## config.mk

```make
export PLATFORM = sky130hd
export DESIGN_NAME = bitfield_packer
export DESIGN_NICKNAME = d
export VERILOG_FILES = /design/src/rtl/nvio3_bfpack_pkg.sv /design/src/rtl/bitfield_place.sv /design/src/rtl/bitfield_packer.sv
export SDC_FILE = /design/constraint.sdc
export NUM_CORES = 1
export LEC_CHECK = 0
export ABC_AREA = 1
export BUFFER_PORTS_ARGS = -buffer_cell sky130_fd_sc_hd__buf_2
export CORE_AREA = 10 10 276 278
export DETAILED_ROUTE_END_ITERATION = 12
export DIE_AREA = 0 0 286 288
export PLACE_DENSITY_LB_ADDON = 0.2
export RECOVER_POWER = 100
export SETUP_SLACK_MARGIN = 0.2
export SLEW_MARGIN = 20
export SYNTH_ARGS = -nofsm -noshare
export SYNTH_HDL_FRONTEND = slang
export SYNTH_SLANG_ARGS = --single-unit
```

## constraint.sdc

```tcl
create_clock -name clk_i -period 3.9 [get_ports clk_i]
set_clock_uncertainty 0.05 [all_clocks]
set_input_delay 0.195 -clock clk_i [delete_from_list [all_inputs] [get_ports clk_i]]
set_output_delay 0.195 -clock clk_i [all_outputs]
set_load 0.1 [all_outputs]
```

## src/rtl/nvio3_bfpack_pkg.sv

```systemverilog
// Shared types and default sizes for the bitfield packer.
package nvio3_bfpack_pkg;

    localparam int unsigned DWIDTH_DEF = 128;
    localparam int unsigned FWIDTH_DEF = 64;
    // Fill counter must hold up to DWIDTH + FWIDTH - 1.
    localparam int unsigned FILL_W_DEF = $clog2(DWIDTH_DEF + FWIDTH_DEF);
    localparam int unsigned BITS_W     = 8;

    typedef enum logic [1:0] {
        StFill,
        StDrain,
        StFlush
    } state_e;

endpackage

```

## src/rtl/bitfield_place.sv

```systemverilog
// Masks a field to ml+1 bits and shifts it to bit position pos in a 2*DWIDTH vector.
module bitfield_place
    import nvio3_bfpack_pkg::*;
#(
    parameter int unsigned DWIDTH = DWIDTH_DEF,
    parameter int unsigned FWIDTH = FWIDTH_DEF,
    parameter int unsigned ML_W   = $clog2(FWIDTH),
    parameter int unsigned POS_W  = $clog2(DWIDTH + FWIDTH)
) (
    input  logic [FWIDTH-1:0]   val_i,
    input  logic [ML_W-1:0]     ml_i,
    input  logic [POS_W-1:0]    pos_i,
    output logic [2*DWIDTH-1:0] placed_o
);

    logic [FWIDTH-1:0]   mask;
    logic [2*DWIDTH-1:0] wide;

    // Same mask rule as the bitfield unit: bit n survives when n <= ml.
    always_comb begin
        mask = '0;
        for (int unsigned n = 0; n < FWIDTH; n++) begin
            mask[n] = (n <= 32'(ml_i));
        end
        wide     = {{(2*DWIDTH-FWIDTH){1'b0}}, val_i & mask};
        placed_o = wide << pos_i;
    end

endmodule

```

## src/rtl/bitfield_packer.sv

```systemverilog
// Packs variable-width fields LSB-first into DWIDTH-bit words with last-flag flush.
module bitfield_packer
    import nvio3_bfpack_pkg::*;
#(
    parameter int unsigned DWIDTH = DWIDTH_DEF,
    parameter int unsigned FWIDTH = FWIDTH_DEF,
    localparam int unsigned ML_W  = $clog2(FWIDTH)
) (
    input  logic                clk_i,
    input  logic                rst_ni,
    input  logic                fld_valid_i,
    output logic                fld_ready_o,
    input  logic [FWIDTH-1:0]   fld_val_i,
    input  logic [ML_W-1:0]     fld_ml_i,
    input  logic                fld_last_i,
    output logic                word_valid_o,
    input  logic                word_ready_i,
    output logic [DWIDTH-1:0]   word_o,
    output logic [BITS_W-1:0]   word_bits_o,
    output logic                word_last_o
);

    localparam int unsigned FILL_W = $clog2(DWIDTH + FWIDTH);
    localparam logic [FILL_W-1:0] DW_FILL = FILL_W'(DWIDTH);

    state_e              state_q, state_d;
    logic [2*DWIDTH-1:0] acc_q, acc_d;
    logic [FILL_W-1:0]   fill_q, fill_d;
    logic                pend_last_q, pend_last_d;

    logic                word_valid_q, word_valid_d;
    logic [DWIDTH-1:0]   word_q, word_d;
    logic [BITS_W-1:0]   word_bits_q, word_bits_d;
    logic                word_last_q, word_last_d;

    logic [2*DWIDTH-1:0] placed;
    logic [FILL_W-1:0]   fill_add, fill_sub;
    logic                fld_accept;

    bitfield_place #(
        .DWIDTH (DWIDTH),
        .FWIDTH (FWIDTH),
        .ML_W   (ML_W),
        .POS_W  (FILL_W)
    ) u_place (
        .val_i    (fld_val_i),
        .ml_i     (fld_ml_i),
        .pos_i    (fill_q),
        .placed_o (placed)
    );

    // Ready is held low during reset even though the state already reads StFill.
    assign fld_ready_o = rst_ni && (state_q == StFill) && (fill_q < DW_FILL);
    assign fld_accept  = fld_valid_i && fld_ready_o;

    // State and accumulator register.
    always_ff @(posedge clk_i or negedge rst_ni) begin
        if (!rst_ni) begin
            state_q     <= StFill;
            acc_q       <= '0;
            fill_q      <= '0;
            pend_last_q <= 1'b0;
        end else begin
            state_q     <= state_d;
            acc_q       <= acc_d;
            fill_q      <= fill_d;
            pend_last_q <= pend_last_d;
        end
    end

    // Next state plus accumulator update; accept and pop live in disjoint states.
    always_comb begin
        state_d     = state_q;
        acc_d       = acc_q;
        fill_d      = fill_q;
        pend_last_d = pend_last_q;
        fill_add    = fill_q + FILL_W'(fld_ml_i) + FILL_W'(1);
        fill_sub    = fill_q - DW_FILL;
        unique case (state_q)
            StFill: begin
                if (fld_accept) begin
                    acc_d  = acc_q | placed;
                    fill_d = fill_add;
                    if (fill_add >= DW_FILL) begin
                        state_d     = StDrain;
                        pend_last_d = fld_last_i;
                    end else if (fld_last_i) begin
                        state_d = StFlush;
                    end
                end
            end
            StDrain: begin
                if (word_ready_i) begin
                    acc_d  = acc_q >> DWIDTH;
                    fill_d = fill_sub;
                    if (fill_sub >= DW_FILL) begin
                        state_d = StDrain;
                    end else if ((fill_sub != '0) && pend_last_q) begin
                        state_d = StFlush;
                    end else begin
                        state_d     = StFill;
                        pend_last_d = 1'b0;
                    end
                end
            end
            StFlush: begin
                if (word_ready_i) begin
                    acc_d       = '0;
                    fill_d      = '0;
                    pend_last_d = 1'b0;
                    state_d     = StFill;
                end
            end
            default: state_d = StFill;
        endcase
    end

    // Output next-values derived from the upcoming state so a word shows one cycle after accept.
    always_comb begin
        word_valid_d = (state_d != StFill);
        word_d       = '0;
        word_bits_d  = '0;
        word_last_d  = 1'b0;
        unique case (state_d)
            StDrain: begin
                word_d      = acc_d[DWIDTH-1:0];
                word_bits_d = BITS_W'(DWIDTH);
                word_last_d = pend_last_d && (fill_d == DW_FILL);
            end
            StFlush: begin
                word_d      = acc_d[DWIDTH-1:0];
                word_bits_d = BITS_W'(fill_d);
                word_last_d = 1'b1;
            end
            default: ;
        endcase
    end

    // Registered word outputs; they hold while the state waits on word_ready_i.
    always_ff @(posedge clk_i or negedge rst_ni) begin
        if (!rst_ni) begin
            word_valid_q <= 1'b0;
            word_q       <= '0;
            word_bits_q  <= '0;
            word_last_q  <= 1'b0;
        end else begin
            word_valid_q <= word_valid_d;
            word_q       <= word_d;
            word_bits_q  <= word_bits_d;
            word_last_q  <= word_last_d;
        end
    end

    assign word_valid_o = word_valid_q;
    assign word_o       = word_q;
    assign word_bits_o  = word_bits_q;
    assign word_last_o  = word_last_q;

endmodule

```

==> flow_summary.html, run 1 <==
<table>
<tr><th>Metric</th><th>Value</th></tr>
<tr><th colspan="2">Status</th></tr>
<tr><td>Status</td><td>complete, but fails checks</td></tr>
<tr><td>Failing checks</td><td>capacitance limit, slew limit</td></tr>
<tr><th colspan="2">Power and ir drop</th></tr>
<tr><td>Reported leakage power</td><td>13.7 nW</td></tr>
<tr><td>Share of total power in combinational logic</td><td>6.9%</td></tr>
<tr><td>Clock power share</td><td>48.4%</td></tr>
<tr><td>Fraction of power spent switching nets</td><td>25.1%</td></tr>
<tr><td>Power density relative to cell area</td><td>343 nW/µm²</td></tr>
<tr><td>Max IR drop VDD</td><td>312 µV</td></tr>
<tr><td>Sequential share of power</td><td>44.7%</td></tr>
<tr><td>Net switching component of the power</td><td>2.37 mW</td></tr>
<tr><td>Total power</td><td>9.48 mW</td></tr>
<tr><td>Internal power consumption</td><td>7.10 mW</td></tr>
<tr><th colspan="2">Critical path</th></tr>
<tr><td>Reg2reg path depth</td><td>10</td></tr>
<tr><td>Critical path depth</td><td>10</td></tr>
<tr><td>Startpoint types</td><td>flop</td></tr>
<tr><td>Crit Reg-Reg Startpoint</td><td>fill_q[0]</td></tr>
<tr><td>Buffers plus inverters on the worst setup path</td><td>4</td></tr>
<tr><td>Register-to-register path setup slack</td><td>350 ps</td></tr>
<tr><td>CP delay by family, top</td><td>buffers and inverters</td></tr>
<tr><td>CP cell instances</td><td>inv_1 &gt; buf_4 &gt; nand4_1 &gt; o41ai_2 &gt; o31ai_1 &gt; a31oi_1 &gt; ha_1 &gt; inv_4 &gt; buf_6 &gt; nor2_1</td></tr>
<tr><td>Largest incremental delay on the critical path</td><td>590 ps</td></tr>
<tr><td>CP Class</td><td>flop to flop</td></tr>
<tr><td>Slowest stage cell, crit path</td><td>sky130_fd_sc_hd__buf_4</td></tr>
<tr><td>CP required</td><td>4290 ps</td></tr>
<tr><td>Worst-path maximum fanout</td><td>66</td></tr>
<tr><td>Nature of the critical path endpoint</td><td>flop</td></tr>
<tr><td>Data arrival time of the critical path</td><td>3940 ps</td></tr>
<tr><td>End of the worst register-to-register path</td><td>word_o[96]</td></tr>
<tr><th colspan="2">GRT</th></tr>
<tr><td>Wire length of the first global-routing pass</td><td>163,000 µm</td></tr>
<tr><td>Pin count of the biggest net entering global routing</td><td>153</td></tr>
<tr><td>Global router's overall resource usage</td><td>26.2%</td></tr>
<tr><td>Aggregate global routing overflow</td><td>0</td></tr>
<tr><td>Number of antenna violations at the first check in global routing</td><td>2</td></tr>
<tr><td>Number of global-route vias before repair</td><td>24,000</td></tr>
<tr><th colspan="2">Routing</th></tr>
<tr><td>Post-detailed-route wirelength per cell</td><td>24.4 µm</td></tr>
<tr><td>Detailed-route via count</td><td>25,500</td></tr>
<tr><td>Final Routed Wirelength</td><td>111,000 µm</td></tr>
<tr><td>Remaining design rule violation count</td><td>0</td></tr>
<tr><td>Per-cell via count in the routed design</td><td>5.63</td></tr>
<tr><td>Violation count after the first detailed-route iteration</td><td>3,245</td></tr>
<tr><td>Remaining antenna violation count</td><td>0</td></tr>
<tr><td>Drt pass-1 iters</td><td>9</td></tr>
<tr><th colspan="2">Cells and area</th></tr>
<tr><td>Nets</td><td>3,638</td></tr>
<tr><td>Number of antenna cells inserted</td><td>0</td></tr>
<tr><td>Final instance count without filler cells</td><td>4,538</td></tr>
<tr><td>Utilization after layout</td><td>39.0%</td></tr>
<tr><td>Fillers</td><td>7,666</td></tr>
<tr><td>Final cell area excluding filler cells</td><td>27,700 µm²</td></tr>
<tr><td>Area growth, synth to finish</td><td>12.7%</td></tr>
<tr><td>Ratio of cells with drive above 1 in the final layout</td><td>8.17%</td></tr>
<tr><th colspan="2">Synthesis</th></tr>
<tr><td>Share of flip-flops with an asynchronous set or reset</td><td>100%</td></tr>
<tr><td>Proportion of synthesized chip area in sequential cells</td><td>41.3%</td></tr>
<tr><td>Most used DFF post-synth</td><td>sky130_fd_sc_hd__dfrtp_1</td></tr>
<tr><td>Mapped Cells</td><td>3,470</td></tr>
<tr><td>Fraction of synthesized area in multiplexers</td><td>0%</td></tr>
<tr><td>Average instance area after synthesis</td><td>7.07 µm²</td></tr>
<tr><td>Area share of the largest cell type after synthesis</td><td>41.3%</td></tr>
<tr><td>Synthesized area</td><td>24,500 µm²</td></tr>
<tr><td>Net count of the mapped netlist</td><td>3,557</td></tr>
<tr><td>Dominant combinational cell family by area after synthesis</td><td>simple AND/OR/NAND/NOR gates</td></tr>
<tr><td>Post-synth EDFFs</td><td>0</td></tr>
<tr><td>Synth Warn #</td><td>0</td></tr>
<tr><td>Complex-gate fraction of the synthesized area</td><td>10.6%</td></tr>
<tr><td>Leading area contributor after synthesis</td><td>sky130_fd_sc_hd__dfrtp_1</td></tr>
<tr><td>Simple logic cell fraction of the synthesized area</td><td>38.8%</td></tr>
<tr><td>Post-Synth Adder-Cell Area</td><td>0.642%</td></tr>
<tr><td>Top cells by area in the synthesized netlist</td><td>sky130_fd_sc_hd__dfrtp_1 41%, sky130_fd_sc_hd__nand3_1 15%, sky130_fd_sc_hd__nand2_1 14%, sky130_fd_sc_hd__a21oi_1 4.3%, sky130_fd_sc_hd__inv_1 3.8%</td></tr>
<tr><td>Xor/xnor cell area share of the yosys netlist</td><td>0.0357%</td></tr>
<tr><td>Count of unique library cells instantiated by Yosys</td><td>59</td></tr>
<tr><td>#FFs+latches synth</td><td>405</td></tr>
<tr><th colspan="2">CTS</th></tr>
<tr><td>Clock buffer depth</td><td>3</td></tr>
<tr><td>Number of buffers created by CTS</td><td>46</td></tr>
<tr><td>TritonCTS clock tree</td><td>yes</td></tr>
<tr><td>Number of gates resized after cts</td><td>0</td></tr>
<tr><td>Setup Fix Bufs, Post-CTS</td><td>0</td></tr>
<tr><td>Clock latency of the later-clocked register in the worst-skew pair</td><td>610 ps</td></tr>
<tr><td>Clock root buffer</td><td>sky130_fd_sc_hd__clkbuf_16</td></tr>
<tr><td>H-tree depth</td><td>2</td></tr>
<tr><td>Clock slew at the register clock pins of the worst setup and hold paths</td><td>70 ps</td></tr>
<tr><td>TritonCTS Sinks</td><td>405</td></tr>
<tr><th colspan="2">Placed design</th></tr>
<tr><td>Area after detailed placement</td><td>26,300 µm²</td></tr>
<tr><td>Placement-stage worst setup slack</td><td>541 ps</td></tr>
<tr><td>GPL Wtd Cong</td><td>1.03</td></tr>
<tr><td>Final HPWL DP</td><td>79,900 µm</td></tr>
<tr><td>Total instance count after detailed placement</td><td>4,450</td></tr>
<tr><td>Total of buffers placed on input and output ports</td><td>213</td></tr>
<tr><th colspan="2">Timing</th></tr>
<tr><td>Time the worst path needs with I/O delays and setup</td><td>3550 ps</td></tr>
<tr><td>Slew @ Worst Pin</td><td>1850 ps</td></tr>
<tr><td>Final worst-path cycle share</td><td>91.1%</td></tr>
<tr><td>FMAX</td><td>282 MHz</td></tr>
<tr><td>Worst path setup slack after routing</td><td>349 ps</td></tr>
<tr><td>Final-report hold violation count</td><td>0</td></tr>
<tr><td>Final setup viols</td><td>0</td></tr>
<tr><td>Final total negative setup slack</td><td>0 ps</td></tr>
<tr><td>Max-slew headroom at the worst pin</td><td>-23.0%</td></tr>
<tr><td>WHS</td><td>22.9 ps</td></tr>
<tr><td>Max-slew violation total from the final report</td><td>334</td></tr>
<tr><td>Unrepaired setup endpoints after global routing</td><td>no</td></tr>
<tr><th colspan="2">Die</th></tr>
<tr><td>Cell Rows</td><td>98</td></tr>
<tr><td>Die outline area</td><td>82,400 µm²</td></tr>
<tr><td>Height of the die</td><td>288 µm</td></tr>
<tr><td>Starting density of the core</td><td>34.6%</td></tr>
<tr><td>Core Area</td><td>70,900 µm²</td></tr>
<tr><td>Die width</td><td>286 µm</td></tr>
<tr><td>Ports placed on the boundary</td><td>214</td></tr>
<tr><th colspan="2">Run</th></tr>
<tr><td>MaxCap Viol Count</td><td>5</td></tr>
<tr><th colspan="2">Worst hold path</th></tr>
<tr><td>Hold WC Path Type</td><td>input pin to asynchronous set/reset pin</td></tr>
</table>
-- routing by layer --
| layer | track usage [%] | up-vias | wire length [µm] |
|---|---|---|---|
| met4 | 10.8 | 0 | 5100 |
| li1 | - | 11800 | - |
| met1 | 34.3 | 12300 | 45800 |
| met3 | 4.86 | 233 | 9070 |
| met2 | 41.9 | 1203 | 50700 |
| met5 | 0 | - | 0 |
-- state kept, by name, indices dropped and copies added (netlist names) --
name and flops:
acc_q 256, fill_q 8, pend_last_q 1, state_q 2
word_bits_o 8, word_last_o 1, word_o 128, word_valid_o 1
-- worst max path at each step --
stage / start / end / slack (ps)
after global placement: fld_ml_i[2] / word_o[101] / 610
after CTS: fill_q[0] / word_o[93] / 570
after detailed placement: fld_ml_i[2] / word_o[100] / 540
after floorplan: fill_q[0] / word_o[100] / 600
final: fill_q[0] / word_o[96] / 350
after global routing: fill_q[0] / word_o[93] / 140
-- cell families after synthesis --
kind of cell	after synthesis
AOI/OAI and AO/OA	441
xor gates and xnor gates	1
adders and majority gates	12
buffers and inverters	517
DFF	405
and+or+nand+nor	2094
-- synthesized netlist by cell type, types with 4 or more instances --
cell type	number
sky130_fd_sc_hd__and2_1	4
sky130_fd_sc_hd__a22oi_1	19
sky130_fd_sc_hd__buf_2	74
sky130_fd_sc_hd__buf_1	47
sky130_fd_sc_hd__o21a_1	7
sky130_fd_sc_hd__nor2_1	219
sky130_fd_sc_hd__o22ai_1	10
sky130_fd_sc_hd__o31ai_1	18
sky130_fd_sc_hd__inv_1	250
sky130_fd_sc_hd__o21ai_2	7
sky130_fd_sc_hd__nand2_2	9
sky130_fd_sc_hd__dfrtp_1	405
sky130_fd_sc_hd__nor2_2	11
sky130_fd_sc_hd__nor2_8	4
sky130_fd_sc_hd__nand3_1	750
sky130_fd_sc_hd__nand3_2	12
sky130_fd_sc_hd__inv_2	18
sky130_fd_sc_hd__a21oi_1	211
sky130_fd_sc_hd__buf_6	9
sky130_fd_sc_hd__clkbuf_1	108
sky130_fd_sc_hd__nand4_1	125
sky130_fd_sc_hd__a31oi_1	16
sky130_fd_sc_hd__nor2_4	7
sky130_fd_sc_hd__ha_1	11
sky130_fd_sc_hd__o221ai_1	4
sky130_fd_sc_hd__a221oi_1	18
sky130_fd_sc_hd__nand2_1	919
sky130_fd_sc_hd__a32oi_1	11
sky130_fd_sc_hd__nor3_1	13
sky130_fd_sc_hd__buf_4	4
sky130_fd_sc_hd__o21ai_1	45
sky130_fd_sc_hd__o211ai_1	5
sky130_fd_sc_hd__o21ai_0	56
sky130_fd_sc_hd__clkinv_1	4
-- timing repair --
action | 4_1_cts | 5_1_grt
hold buffers | 3 | 0
setup endpoints to repair | 0 | 0
endpoints found under the hold margin | 79 | 0
-- final cells by class --
cell class / instances / area [µm²] / share of cell area, %
tap: 950 / 1190 / 4.30
clock buffer: 70 / 1380 / 5.00
clock inverter: 15 / 208 / 0.751
inverter: 275 / 1050 / 3.80
multi-input combinational: 2548 / 12200 / 44.2
timing repair buffer: 275 / 1470 / 5.30
sequential: 405 / 10100 / 36.7
-- power groups by stage --
stage               Sequential, mW  Clock, mW  Combinational (mW)
floorplan                     4.31          0               0.352
detailed placement            4.31          0               0.650
global placement              4.31          0               0.652
finish                        4.23       4.59               0.658
CTS                           4.23       4.66               0.655
global route                  4.23       4.85               0.722
-- cells in the final DEF (no fill, tap or decap), types with 21 or more instances in the layout --
cell / netlist / final
sky130_fd_sc_hd__nand4_1: 125 / 127
sky130_fd_sc_hd__nor2_1: 219 / 221
sky130_fd_sc_hd__nand3_1: 750 / 752
sky130_fd_sc_hd__o21ai_0: 56 / 95
sky130_fd_sc_hd__nand2_1: 919 / 918
sky130_fd_sc_hd__dfrtp_1: 405 / 399
sky130_fd_sc_hd__clkbuf_16: 0 / 46
sky130_fd_sc_hd__buf_4: 4 / 40
sky130_fd_sc_hd__a22oi_1: 19 / 21
sky130_fd_sc_hd__buf_2: 74 / 72
sky130_fd_sc_hd__clkbuf_1: 108 / 151
sky130_fd_sc_hd__a21oi_1: 211 / 211
sky130_fd_sc_hd__inv_1: 250 / 252
No activity file was read; power rests on OpenSTA's default activity.
==> run 2, diff against run 1 <==
--- a/config.mk
+++ b/config.mk
@@ -10,6 +10,8 @@
 export CORE_AREA = 10 10 276 278
 export DETAILED_ROUTE_END_ITERATION = 12
 export DIE_AREA = 0 0 286 288
+export GPL_ROUTABILITY_DRIVEN = 0
+export HOLD_SLACK_MARGIN = 0.08
 export PLACE_DENSITY_LB_ADDON = 0.2
 export RECOVER_POWER = 100
 export SETUP_SLACK_MARGIN = 0.2
==> flow_summary.html, run 2 (synthesis gave the netlist of run 1 again) <==
<table>
<tr><th>Metric</th><th>Value</th></tr>
<tr><th colspan="2">Timing</th></tr>
<tr><td>Time the worst path needs with I/O delays and setup</td><td>3580 ps (+25.5 ps)</td></tr>
<tr><td>Unrepaired setup endpoints after global routing</td><td>no</td></tr>
<tr><td>Worst path setup slack after routing</td><td>323 ps (-25.5 ps)</td></tr>
<tr><td>Final setup viols</td><td>0 (unchanged)</td></tr>
<tr><td>Max-slew violation total from the final report</td><td>303 (-9.3%)</td></tr>
<tr><td>FMAX</td><td>280 MHz (-0.71%)</td></tr>
<tr><td>Final worst-path cycle share</td><td>91.7% (+0.65 points)</td></tr>
<tr><td>Final-report hold violation count</td><td>0 (unchanged)</td></tr>
<tr><td>Max-slew headroom at the worst pin</td><td>-45.3% (-22 points)</td></tr>
<tr><td>Slew @ Worst Pin</td><td>2180 ps (+334 ps)</td></tr>
<tr><td>Final total negative setup slack</td><td>0 ps (unchanged)</td></tr>
<tr><th colspan="2">Critical path</th></tr>
<tr><td>CP cell instances</td><td>buf_4 &gt; inv_1 &gt; buf_12 &gt; o21ai_0 &gt; nand3_1 &gt; o21ai_0 &gt; nand3_1 &gt; nand3_1 &gt; nand2_1 &gt; nor2_1</td></tr>
<tr><td>Most common cell on crit path</td><td>sky130_fd_sc_hd__nand3_1</td></tr>
<tr><td>CP delay by family, top</td><td>buffers and inverters</td></tr>
<tr><td>CP required</td><td>4360 ps (+70 ps)</td></tr>
<tr><td>Largest incremental delay on the critical path</td><td>620 ps (+30 ps)</td></tr>
<tr><td>CP Class</td><td>flop to flop</td></tr>
<tr><td>Slowest stage cell, crit path</td><td>sky130_fd_sc_hd__o21ai_0</td></tr>
<tr><td>Nature of the critical path endpoint</td><td>flop</td></tr>
<tr><td>Data arrival time of the critical path</td><td>4030 ps (+90 ps)</td></tr>
<tr><td>Startpoint types</td><td>flop</td></tr>
<tr><td>Worst-path maximum fanout</td><td>70 (+6.1%)</td></tr>
<tr><td>Buffers plus inverters on the worst setup path</td><td>3 (-1)</td></tr>
<tr><th colspan="2">Power and ir drop</th></tr>
<tr><td>Total power</td><td>9.54 mW (+0.67%)</td></tr>
<tr><td>Reported leakage power</td><td>13.8 nW (+0.28%)</td></tr>
<tr><td>Power density relative to cell area</td><td>344 nW/µm² (+0.41%)</td></tr>
<tr><td>Max IR drop VDD</td><td>334 µV (+7.2%)</td></tr>
<tr><th colspan="2">CTS</th></tr>
<tr><td>Number of gates resized after cts</td><td>0 (unchanged)</td></tr>
<tr><td>Clock root buffer</td><td>sky130_fd_sc_hd__clkbuf_16</td></tr>
<tr><td>TritonCTS Sinks</td><td>405 (unchanged)</td></tr>
<tr><td>TritonCTS clock tree</td><td>yes</td></tr>
<tr><td>Clock latency of the later-clocked register in the worst-skew pair</td><td>600 ps (about the same)</td></tr>
<tr><td>Clock buffer depth</td><td>3 (unchanged)</td></tr>
<tr><td>H-tree depth</td><td>2 (unchanged)</td></tr>
<tr><td>Setup Fix Bufs, Post-CTS</td><td>0 (unchanged)</td></tr>
<tr><td>Clock slew at the register clock pins of the worst setup and hold paths</td><td>60 ps (about the same)</td></tr>
<tr><td>Number of buffers created by CTS</td><td>47 (+2.2%)</td></tr>
<tr><th colspan="2">Status</th></tr>
<tr><td>Status</td><td>complete, but fails checks</td></tr>
<tr><td>Failing checks</td><td>capacitance limit, slew limit</td></tr>
<tr><th colspan="2">GRT</th></tr>
<tr><td>Number of antenna violations at the first check in global routing</td><td>3 (+1)</td></tr>
<tr><td>Global router's overall resource usage</td><td>26.1% (about the same)</td></tr>
<tr><td>Number of global-route vias before repair</td><td>24,300 (+1.3%)</td></tr>
<tr><td>Pin count of the biggest net entering global routing</td><td>154 (+0.65%)</td></tr>
<tr><td>Aggregate global routing overflow</td><td>0 (unchanged)</td></tr>
<tr><td>Wire length of the first global-routing pass</td><td>163,000 µm (+0.31%)</td></tr>
<tr><th colspan="2">Routing</th></tr>
<tr><td>Drt pass-1 iters</td><td>6 (-3)</td></tr>
<tr><td>Per-cell via count in the routed design</td><td>5.67 (+0.67%)</td></tr>
<tr><td>Post-detailed-route wirelength per cell</td><td>24.4 µm (about the same)</td></tr>
<tr><td>Violation count after the first detailed-route iteration</td><td>3,552 (+9.5%)</td></tr>
<tr><td>Remaining design rule violation count</td><td>0 (unchanged)</td></tr>
<tr><td>Detailed-route via count</td><td>25,700 (+0.65%)</td></tr>
<tr><td>Final Routed Wirelength</td><td>111,000 µm (about the same)</td></tr>
<tr><td>Remaining antenna violation count</td><td>0 (unchanged)</td></tr>
<tr><th colspan="2">Die</th></tr>
<tr><td>Ports placed on the boundary</td><td>214 (unchanged)</td></tr>
<tr><td>Die width</td><td>286 µm (unchanged)</td></tr>
<tr><td>Starting density of the core</td><td>34.6% (unchanged)</td></tr>
<tr><td>Cell Rows</td><td>98 (unchanged)</td></tr>
<tr><td>Die outline area</td><td>82,400 µm² (unchanged)</td></tr>
<tr><td>Core Area</td><td>70,900 µm² (unchanged)</td></tr>
<tr><td>Height of the die</td><td>288 µm (unchanged)</td></tr>
<tr><th colspan="2">Placed design</th></tr>
<tr><td>Placement-stage worst setup slack</td><td>600 ps (+58.5 ps)</td></tr>
<tr><td>Total instance count after detailed placement</td><td>4,446 (-0.090%)</td></tr>
<tr><td>Total of buffers placed on input and output ports</td><td>213 (unchanged)</td></tr>
<tr><td>Final HPWL DP</td><td>78,500 µm (-1.7%)</td></tr>
<tr><th colspan="2">Cells and area</th></tr>
<tr><td>Final instance count without filler cells</td><td>4,537 (-0.022%)</td></tr>
<tr><td>Nets</td><td>3,636 (-0.055%)</td></tr>
<tr><td>Register containing the most flip-flops in the final layout</td><td>acc_q</td></tr>
<tr><td>Flip-flop count of the largest register, all copies and words added</td><td>256 (unchanged)</td></tr>
<tr><td>Top library cells by usage in the layout, fill and taps aside</td><td>918 x sky130_fd_sc_hd__nand2_1, 753 x sky130_fd_sc_hd__nand3_1, 399 x sky130_fd_sc_hd__dfrtp_1</td></tr>
<tr><td>Area growth, synth to finish</td><td>13.0%</td></tr>
<tr><td>Ratio of cells with drive above 1 in the final layout</td><td>8.34% (+0.17 points)</td></tr>
<tr><td>Most common library cell in the layout ignoring fill and taps</td><td>sky130_fd_sc_hd__nand2_1</td></tr>
<tr><th colspan="2">Run</th></tr>
<tr><td>MaxCap Viol Count</td><td>2 (-3)</td></tr>
<tr><th colspan="2">Worst hold path</th></tr>
<tr><td>Hold WC Path Type</td><td>input pin to flop</td></tr>
</table>
## run 2: tightest hold or removal path: stages
cell and delay, ps:
sky130_fd_sc_hd__buf_2 140, sky130_fd_sc_hd__inv_2 110, sky130_fd_sc_hd__ha_1 160, sky130_fd_sc_hd__o22ai_1 140
## run 2: cell type report
class	count	area, µm²
Fill cell	7615	43100
Multi-Input combinational cell	2548	12200
Sequential cell	405	10100
Timing Repair Buffer	272	1490
Clock buffer	69	1410
Tap cell	950	1190
Inverter	275	1050
Clock inverter	17	204
Antenna cell	1	2.50
## run 2: through the flow
| step | hold slack (ps) | area [µm²] | util (%) |
|---|---|---|---|
| 2_1_floorplan | -151 | 24500 | - |
| 5_1_grt | 176 | 27700 | 39.1 |
| 3_3_place_gp | 394 | 26400 | 37.2 |
| 6_report | 153 | 27700 | 39.1 |
| 3_5_place_dp | 397 | 26400 | 37.2 |
| 4_1_cts | 131 | 28000 | 39.5 |
## run 2: path summary, 6_finish.rpt
kind	startpoint	to	slack [ps]	depth (start not counted)
setup / recovery	fill_q[1]	word_o[92]	320	10
hold / removal	fld_ml_i[0]	fill_q[0]	150	4
setup reg to reg	fill_q[1]	word_o[92]	320	10
hold reg to reg	acc_q[197]	acc_q[197]	410	2
max in group asynchronous	rst_ni	word_o[78]	890	4
min in group asynchronous	rst_ni	acc_q[86]	890	3
## run 2: where the power goes
part,switching (mW),internal [mW]
clock network,1.87,2.77
logic,0.499,0.166
registers,0.00905,4.22
## run 2: per-layer routing
metal,wire (µm),part of all wire [%],vias to the layer above,global-route usage [%]
met5,17,0.015,-,0
met4,6400,5.8,2,13.1
met3,9920,9.0,264,5.06
met2,49500,45,1307,41.1
met1,44800,40,12300,34.0
li1,-,-,11800,-
## run 2: repair_timing
item / CTS / global route
hold buffers: 4 / 0
endpoints found under the hold margin: 151 / 0
endpoints found under the setup margin: 0 / 0
